[config.mk]
export PLATFORM = sky130hd
export DESIGN_NAME = web_fire_controller
export DESIGN_NICKNAME = d
export VERILOG_FILES = /design/src/rtl/web_fire_controller.sv
export SDC_FILE = /design/constraint.sdc
export NUM_CORES = 1
export LEC_CHECK = 0
export ABC_AREA = 1
export BUFFER_PORTS_ARGS = -buffer_cell sky130_fd_sc_hd__buf_2
export CAP_MARGIN = 20
export CELL_PAD_IN_SITES_DETAIL_PLACEMENT = 1
export CELL_PAD_IN_SITES_GLOBAL_PLACEMENT = 1
export CORE_MARGIN = 1
export CORE_UTILIZATION = 39
export DETAILED_ROUTE_END_ITERATION = 8
export GPL_TIMING_DRIVEN = 1
export HOLD_SLACK_MARGIN = 0.05
export PLACE_DENSITY_LB_ADDON = 0.3
export SYNTH_ARGS = -nofsm -noshare
export SYNTH_HDL_FRONTEND = slang
export SYNTH_SLANG_ARGS = --single-unit
[constraint.sdc]
create_clock -name i_clk -period 2.3 [get_ports i_clk]
set_input_delay 0 -clock i_clk [delete_from_list [all_inputs] [get_ports i_clk]]
set_output_delay 0 -clock i_clk [all_outputs]
set_load 0.05 [all_outputs]
[src/rtl/web_fire_controller.sv]
// web_fire_controller: sequences one web-shooter command at a time against fluid/energy/tracer stores.
// Optional feature macro WEB_RECHARGE_EN: slow energy recharge while idle.
module web_fire_controller #(
  parameter int unsigned INIT_ENERGY     = 100,
  parameter int unsigned INIT_FLUID      = 15,
  parameter int unsigned INIT_TRACERS    = 32,
  parameter int unsigned RAPID_BURST     = 3,
  parameter int unsigned COOLDOWN_CYC    = 4,
  parameter int unsigned RECHARGE_PERIOD = 8
) (
  input  logic       i_clk,
  input  logic       i_rst,
  input  logic       i_req_valid,
  input  logic [2:0] i_req_sel,
  output logic       o_req_ready,
  input  logic       i_load_en,
  input  logic [7:0] i_load_energy,
  input  logic [3:0] i_load_fluid,
  input  logic [5:0] i_load_tracers,
  output logic       o_fire_pulse,
  output logic       o_done_valid,
  output logic       o_done_ok,
  output logic       o_busy,
  output logic [7:0] o_energy_out,
  output logic [3:0] o_fluid_out,
  output logic [5:0] o_tracers_out
);

  localparam int unsigned      CoolW    = (COOLDOWN_CYC > 1) ? $clog2(COOLDOWN_CYC) : 1;
  localparam bit               HasCool  = (COOLDOWN_CYC != 0);
  localparam logic [CoolW-1:0] CoolLoad = CoolW'(COOLDOWN_CYC - 1);

  typedef enum logic [2:0] {StIdle, StCheck, StExec, StDeny, StCool} state_t;

  state_t           r_state;
  logic [2:0]       r_sel;
  logic [2:0]       r_shots;
  logic             r_fired;
  logic [CoolW-1:0] r_cool;
  logic [7:0]       r_energy;
  logic [3:0]       r_fluid;
  logic [5:0]       r_tracers;
  logic             r_fire_pulse;
  logic             r_done_valid;
  logic             r_done_ok;

  logic [3:0]       w_cost_fluid;
  logic [7:0]       w_cost_energy;
  logic [5:0]       w_cost_tracers;
  logic             w_ok;

`ifdef WEB_RECHARGE_EN
  localparam int unsigned RechW = (RECHARGE_PERIOD > 1) ? $clog2(RECHARGE_PERIOD) : 1;
  logic [RechW-1:0] r_rech_cnt;
  logic             w_rech_tick;
  assign w_rech_tick = (r_rech_cnt == RechW'(RECHARGE_PERIOD - 1));
`endif

  always_comb begin
    w_cost_fluid   = '0;
    w_cost_energy  = '0;
    w_cost_tracers = '0;
    case (r_sel)
      3'd1: begin w_cost_fluid = 4'd1;  w_cost_energy = 8'd1;  end
      3'd2: begin w_cost_fluid = 4'd1;  w_cost_energy = 8'd2;  end
      3'd3: begin w_cost_fluid = 4'd15; w_cost_energy = 8'd4;  end
      3'd4: begin w_cost_fluid = 4'd1;  w_cost_energy = 8'd16; w_cost_tracers = 6'd8; end
      3'd5: begin w_cost_fluid = 4'd1;  w_cost_energy = 8'd1;  end
      3'd6: begin w_cost_fluid = 4'd1;  w_cost_energy = 8'd1;  w_cost_tracers = 6'd4; end
      default: ;
    endcase
  end

  // Reload (sel 0) costs nothing so it always passes; nop (sel 7) always denies.
  assign w_ok = (r_sel != 3'd7) && (r_fluid >= w_cost_fluid) &&
                (r_energy >= w_cost_energy) && (r_tracers >= w_cost_tracers);

  always_ff @(posedge i_clk or posedge i_rst) begin
    if (i_rst) begin
      r_state      <= StIdle;
      r_sel        <= '0;
      r_shots      <= '0;
      r_fired      <= 1'b0;
      r_cool       <= '0;
      r_energy     <= 8'(INIT_ENERGY);
      r_fluid      <= 4'(INIT_FLUID);
      r_tracers    <= 6'(INIT_TRACERS);
      r_fire_pulse <= 1'b0;
      r_done_valid <= 1'b0;
      r_done_ok    <= 1'b0;
`ifdef WEB_RECHARGE_EN
      r_rech_cnt   <= '0;
`endif
    end else begin
      r_fire_pulse <= 1'b0;
      r_done_valid <= 1'b0;
      r_done_ok    <= 1'b0;
      case (r_state)
        StIdle: begin
          if (i_load_en) begin
            r_energy  <= i_load_energy;
            r_fluid   <= i_load_fluid;
            r_tracers <= i_load_tracers;
          end else begin
`ifdef WEB_RECHARGE_EN
            if (w_rech_tick) begin
              r_rech_cnt <= '0;
              if (r_energy != 8'hFF) r_energy <= r_energy + 8'd1;
            end else begin
              r_rech_cnt <= r_rech_cnt + 1'b1;
            end
`endif
            if (i_req_valid) begin
              r_sel   <= i_req_sel;
              r_shots <= (i_req_sel == 3'd5) ? 3'(RAPID_BURST) : 3'd1;
              r_fired <= 1'b0;
              r_state <= StCheck;
            end
          end
        end
        StCheck: r_state <= w_ok ? StExec : StDeny;
        StExec: begin
          if (r_sel == 3'd0) begin
            r_fluid <= 4'hF;
          end else begin
            r_fluid      <= r_fluid - w_cost_fluid;
            r_energy     <= r_energy - w_cost_energy;
            r_tracers    <= r_tracers - w_cost_tracers;
            r_fire_pulse <= 1'b1;
            r_fired      <= 1'b1;
          end
          r_shots <= r_shots - 3'd1;
          if (r_shots > 3'd1) begin
            r_state <= StCheck;
          end else begin
            r_done_valid <= 1'b1;
            r_done_ok    <= 1'b1;
            r_state      <= HasCool ? StCool : StIdle;
            r_cool       <= CoolLoad;
          end
        end
        StDeny: begin
          r_done_valid <= 1'b1;
          r_done_ok    <= r_fired;
          r_state      <= HasCool ? StCool : StIdle;
          r_cool       <= CoolLoad;
        end
        StCool: begin
          if (r_cool == '0) r_state <= StIdle;
          else              r_cool  <= r_cool - 1'b1;
        end
        default: r_state <= StIdle;
      endcase
    end
  end

  assign o_req_ready   = (r_state == StIdle) && !i_load_en;
  assign o_busy        = (r_state != StIdle);
  assign o_fire_pulse  = r_fire_pulse;
  assign o_done_valid  = r_done_valid;
  assign o_done_ok     = r_done_ok;
  assign o_energy_out  = r_energy;
  assign o_fluid_out   = r_fluid;
  assign o_tracers_out = r_tracers;

endmodule

==> flow_metrics.py <==
metrics = {
    "outcome": {
        "status": "finished, final reports clean",
    },
    "setup_path": {
        "rrSetupSlack_ps": 210,
        "slowest_stage": "dfrtp_1",
        "slowest_delay_ps": 430,
        "crit_path_end": "o_energy_out[6]",
        "worstPathArrival_ps": 2320,
        "crit_cells": 12,
        "r2r_start": "r_sel[2]",
        "crit_path_start_kind": "flop",
        "r2r-end": "o_energy_out[6]",
        "cp-end-kind": "flop",
        "reg2reg_depth": 12,
        "startpoint": "r_sel[2]",
        "path_max_fanout": 4,
        "path_class": "flop to flop",
        "crit_required_ps": 2530,
        "cp_cell_sequence": "inv_2 > nor3_2 > a21o_1 > ha_1 > fa_1 > inv_1 > nand2_1 > nand3_1 > nand2_1 > a21oi_1 > o21ai_1 > o21ai_1",
        "critPathBufInv": 2,
        "cp_top_family": "adder cells",
    },
    "die": {
        "die_w_um": 77.00,
        "fp-row-count": 26,
        "start_util": 0.4162,
        "dieArea_sq_um": 5928,
        "core_sq_um": 5270,
        "fp.dieH_um": 77.00,
        "pin_count": 48,
    },
    "route": {
        "ant_nets": 0,
        "vias_per_cell": 4.986,
        "firstDrtPassIters": 4,
        "drc": 0,
        "wirelength_um": 6025,
        "dr_total_vias": 2159,
        "wl_per_cell_um": 13.91,
        "drt-initial-drc-count": 33,
    },
    "synth": {
        "ys_ff_latch": 33,
        "yosys_warnings": 0,
        "yosysSeqAreaShare": 0.3811,
        "synth_area_sq_um": 2193,
        "syn_inst": 290,
        "syn_area_per_cell_sq_um": 7.563,
        "synth_fp_nets": 331,
        "yosysUniqueCellTypes": 36,
    },
    "global_route": {
        "grt_max_degree": 34,
        "grt_pass1_vias": 2284,
        "antenna_found_initial": 0,
        "use_met1": 0.2684,
        "gr-usage-met2": 0.4170,
        "grt_overflow": 0,
        "grt_pass1_wl_um": 10570,
        "grt_util_met3": 0.04524,
        "busiest_layer": "met2",
        "grt_use_total": 0.2277,
    },
    "final_layout": {
        "drive_gt1_frac": 0.2479,
        "area.growth.synth_to_final_pct": 28.81,
        "multi_input_area_sq_um": 1159,
        "final_util": 0.5361,
        "antenna_cells": 0,
        "register_area_sq_um": 837.1,
        "nNetsFinal": 403,
        "fin_area_sq_um": 2825,
        "n_fill_cell": 698,
    },
    "clocking": {
        "clock_path_buffers": 2,
        "root_buffer": "clkbuf_8",
        "cts_tree": "yes",
        "clkTransAtPathRegs_ps": 70,
        "clk_latency_ps": 300,
        "cts_sinks": 33,
        "htree_levels": 2,
        "cts_buffers": 5,
    },
    "sta": {
        "rsz0062_at_grt": "no",
        "tns_ps": 0,
        "fin_hold_ws_ps": 40.52,
        "final_hold_viol_count": 0,
        "fmax_mhz": 479.0,
        "relSlewSlack": 0.6848,
        "maxSlewViolCount": 0,
        "tightest_slew_ps": 471.7,
        "final-setup-viol-count": 0,
        "period_share": 0.9078,
        "skew_ps": 8.017,
        "final.min_clock_period_ps": 2088,
    },
    "placed_design": {
        "hpwl_um": 4476,
        "place.gp.congestion": 0.8062,
        "placed_cell_area_sq_um": 2500,
        "port_buffers": 47,
    },
    "worst_hold_path": {
        "min_path_cells": 3,
        "min_path_type": "input port to flop",
    },
    "job": {
        "maxCapViolCount": 0,
    },
}
[layout by cell type (no fill, tap or decap), types with 3 or more instances in the layout]
master         instances
fa_1                   3
o21ai_1               10
ha_1                  13
buf_2                 47
nand3_1               11
dfrtp_1               24
a21oi_1               10
dlygate4sd3_1         18
inv_2                  6
o21ai_0               18
nand2_1               73
dfstp_2                8
inv_1                 40
clkbuf_8               6
buf_4                  5
nand2_2                4
nor2_1                31
o211ai_1               5
[kinds of logic (layout without fill, tap and decap cells)]
kind of cell / count (synthesis) / after routing / synth area share
and+or+nand+nor: 136 / 136 / 0.2784
muxes: 1 / 1 / 0.005134
DFF: 33 / 33 / 0.3811
xor gates and xnor gates: 3 / 3 / 0.01198
buffers and inverters: 51 / 124 / 0.09298
adders and majority gates: 16 / 16 / 0.1015
AOI/OAI and AO/OA: 50 / 50 / 0.1289
[per-stage QoR]
stage / std cells / setup WS [ps]
global route: 433 / 4.837
global placement: 404 / 307.5
floorplan: 290 / 369.4
detailed placement: 404 / 192.6
finish: 433 / 212.1
CTS: 430 / 159.3
[cell type report]
cell class,count,share of cell area
Timing Repair Buffer,70,0.1603
Sequential cell,33,0.2963
Inverter,46,0.06112
Tap cell,70,0.03100
Clock inverter,1,0.01063
Multi-Input combinational cell,206,0.4101
Clock buffer,7,0.03056
[per-layer routing]
metal  share of wire  up-vias
met2            0.53       37
met4           0.011        0
met3           0.033        5
met5               0        -
met1            0.43     1047
li1                -     1070
[synthesized netlist by cell type, drive strengths merged]
| cell | instances | area [sq um] |
|---|---|---|
| a31oi | 1 | 6.260 |
| xor2 | 2 | 17.52 |
| inv | 46 | 172.7 |
| nand4 | 2 | 12.51 |
| dfrtp | 25 | 625.6 |
| nor2 | 35 | 160.2 |
| a41oi | 1 | 8.760 |
| a21o | 1 | 7.510 |
| ha | 13 | 162.7 |
| buf | 5 | 31.28 |
| mux2 | 1 | 11.26 |
| dfstp | 8 | 210.2 |
| a22o | 1 | 8.760 |
| o21ai | 28 | 140.1 |
| xnor2 | 1 | 8.760 |
| or2 | 3 | 18.77 |
| nand3b | 1 | 7.510 |
| fa | 3 | 60.06 |
| nand3 | 12 | 65.06 |
| nand2 | 79 | 321.5 |
| o211ai | 5 | 37.54 |
| a21oi | 10 | 50.05 |
| nor3 | 4 | 25.02 |
| o221ai | 2 | 17.52 |
| o22ai | 1 | 6.260 |
[worst min path at each step]
stage	from	end	slack, ps
floorplan	i_load_en	o_req_ready	100
global placement	i_rst	o_tracers_out[0]	120
detailed placement	i_rst	o_done_ok	130
CTS	i_load_energy[6]	o_energy_out[6]	50
global route	i_load_energy[6]	o_energy_out[6]	70
finish	i_load_energy[6]	o_energy_out[6]	40
[sequential cells by signal, indices dropped and copies added (netlist names)]
signal	count
r_shots	3
r_state	3
r_sel	3
o_done_valid	1
o_done_ok	1
o_fire_pulse	1
o_tracers_out	6
r_fired	1
o_energy_out	8
o_fluid_out	4
r_cool	2
[worst min-delay path: cells and delay by family]
kind            cells  cell delay [ps]
buf+inv             1               70
compound gates      2              230
[timing repair]
action                                 4_1_cts  5_1_grt
buffers inserted                             0        3
hold buffers                                18        0
endpoints found under the hold margin       42        0
gates resized for setup                      0        4
setup endpoints to repair                    0        3
Power is left out: the tool's default activity adds up to more than one toggle a clock period on the data nets, which glitch-free logic cannot reach.
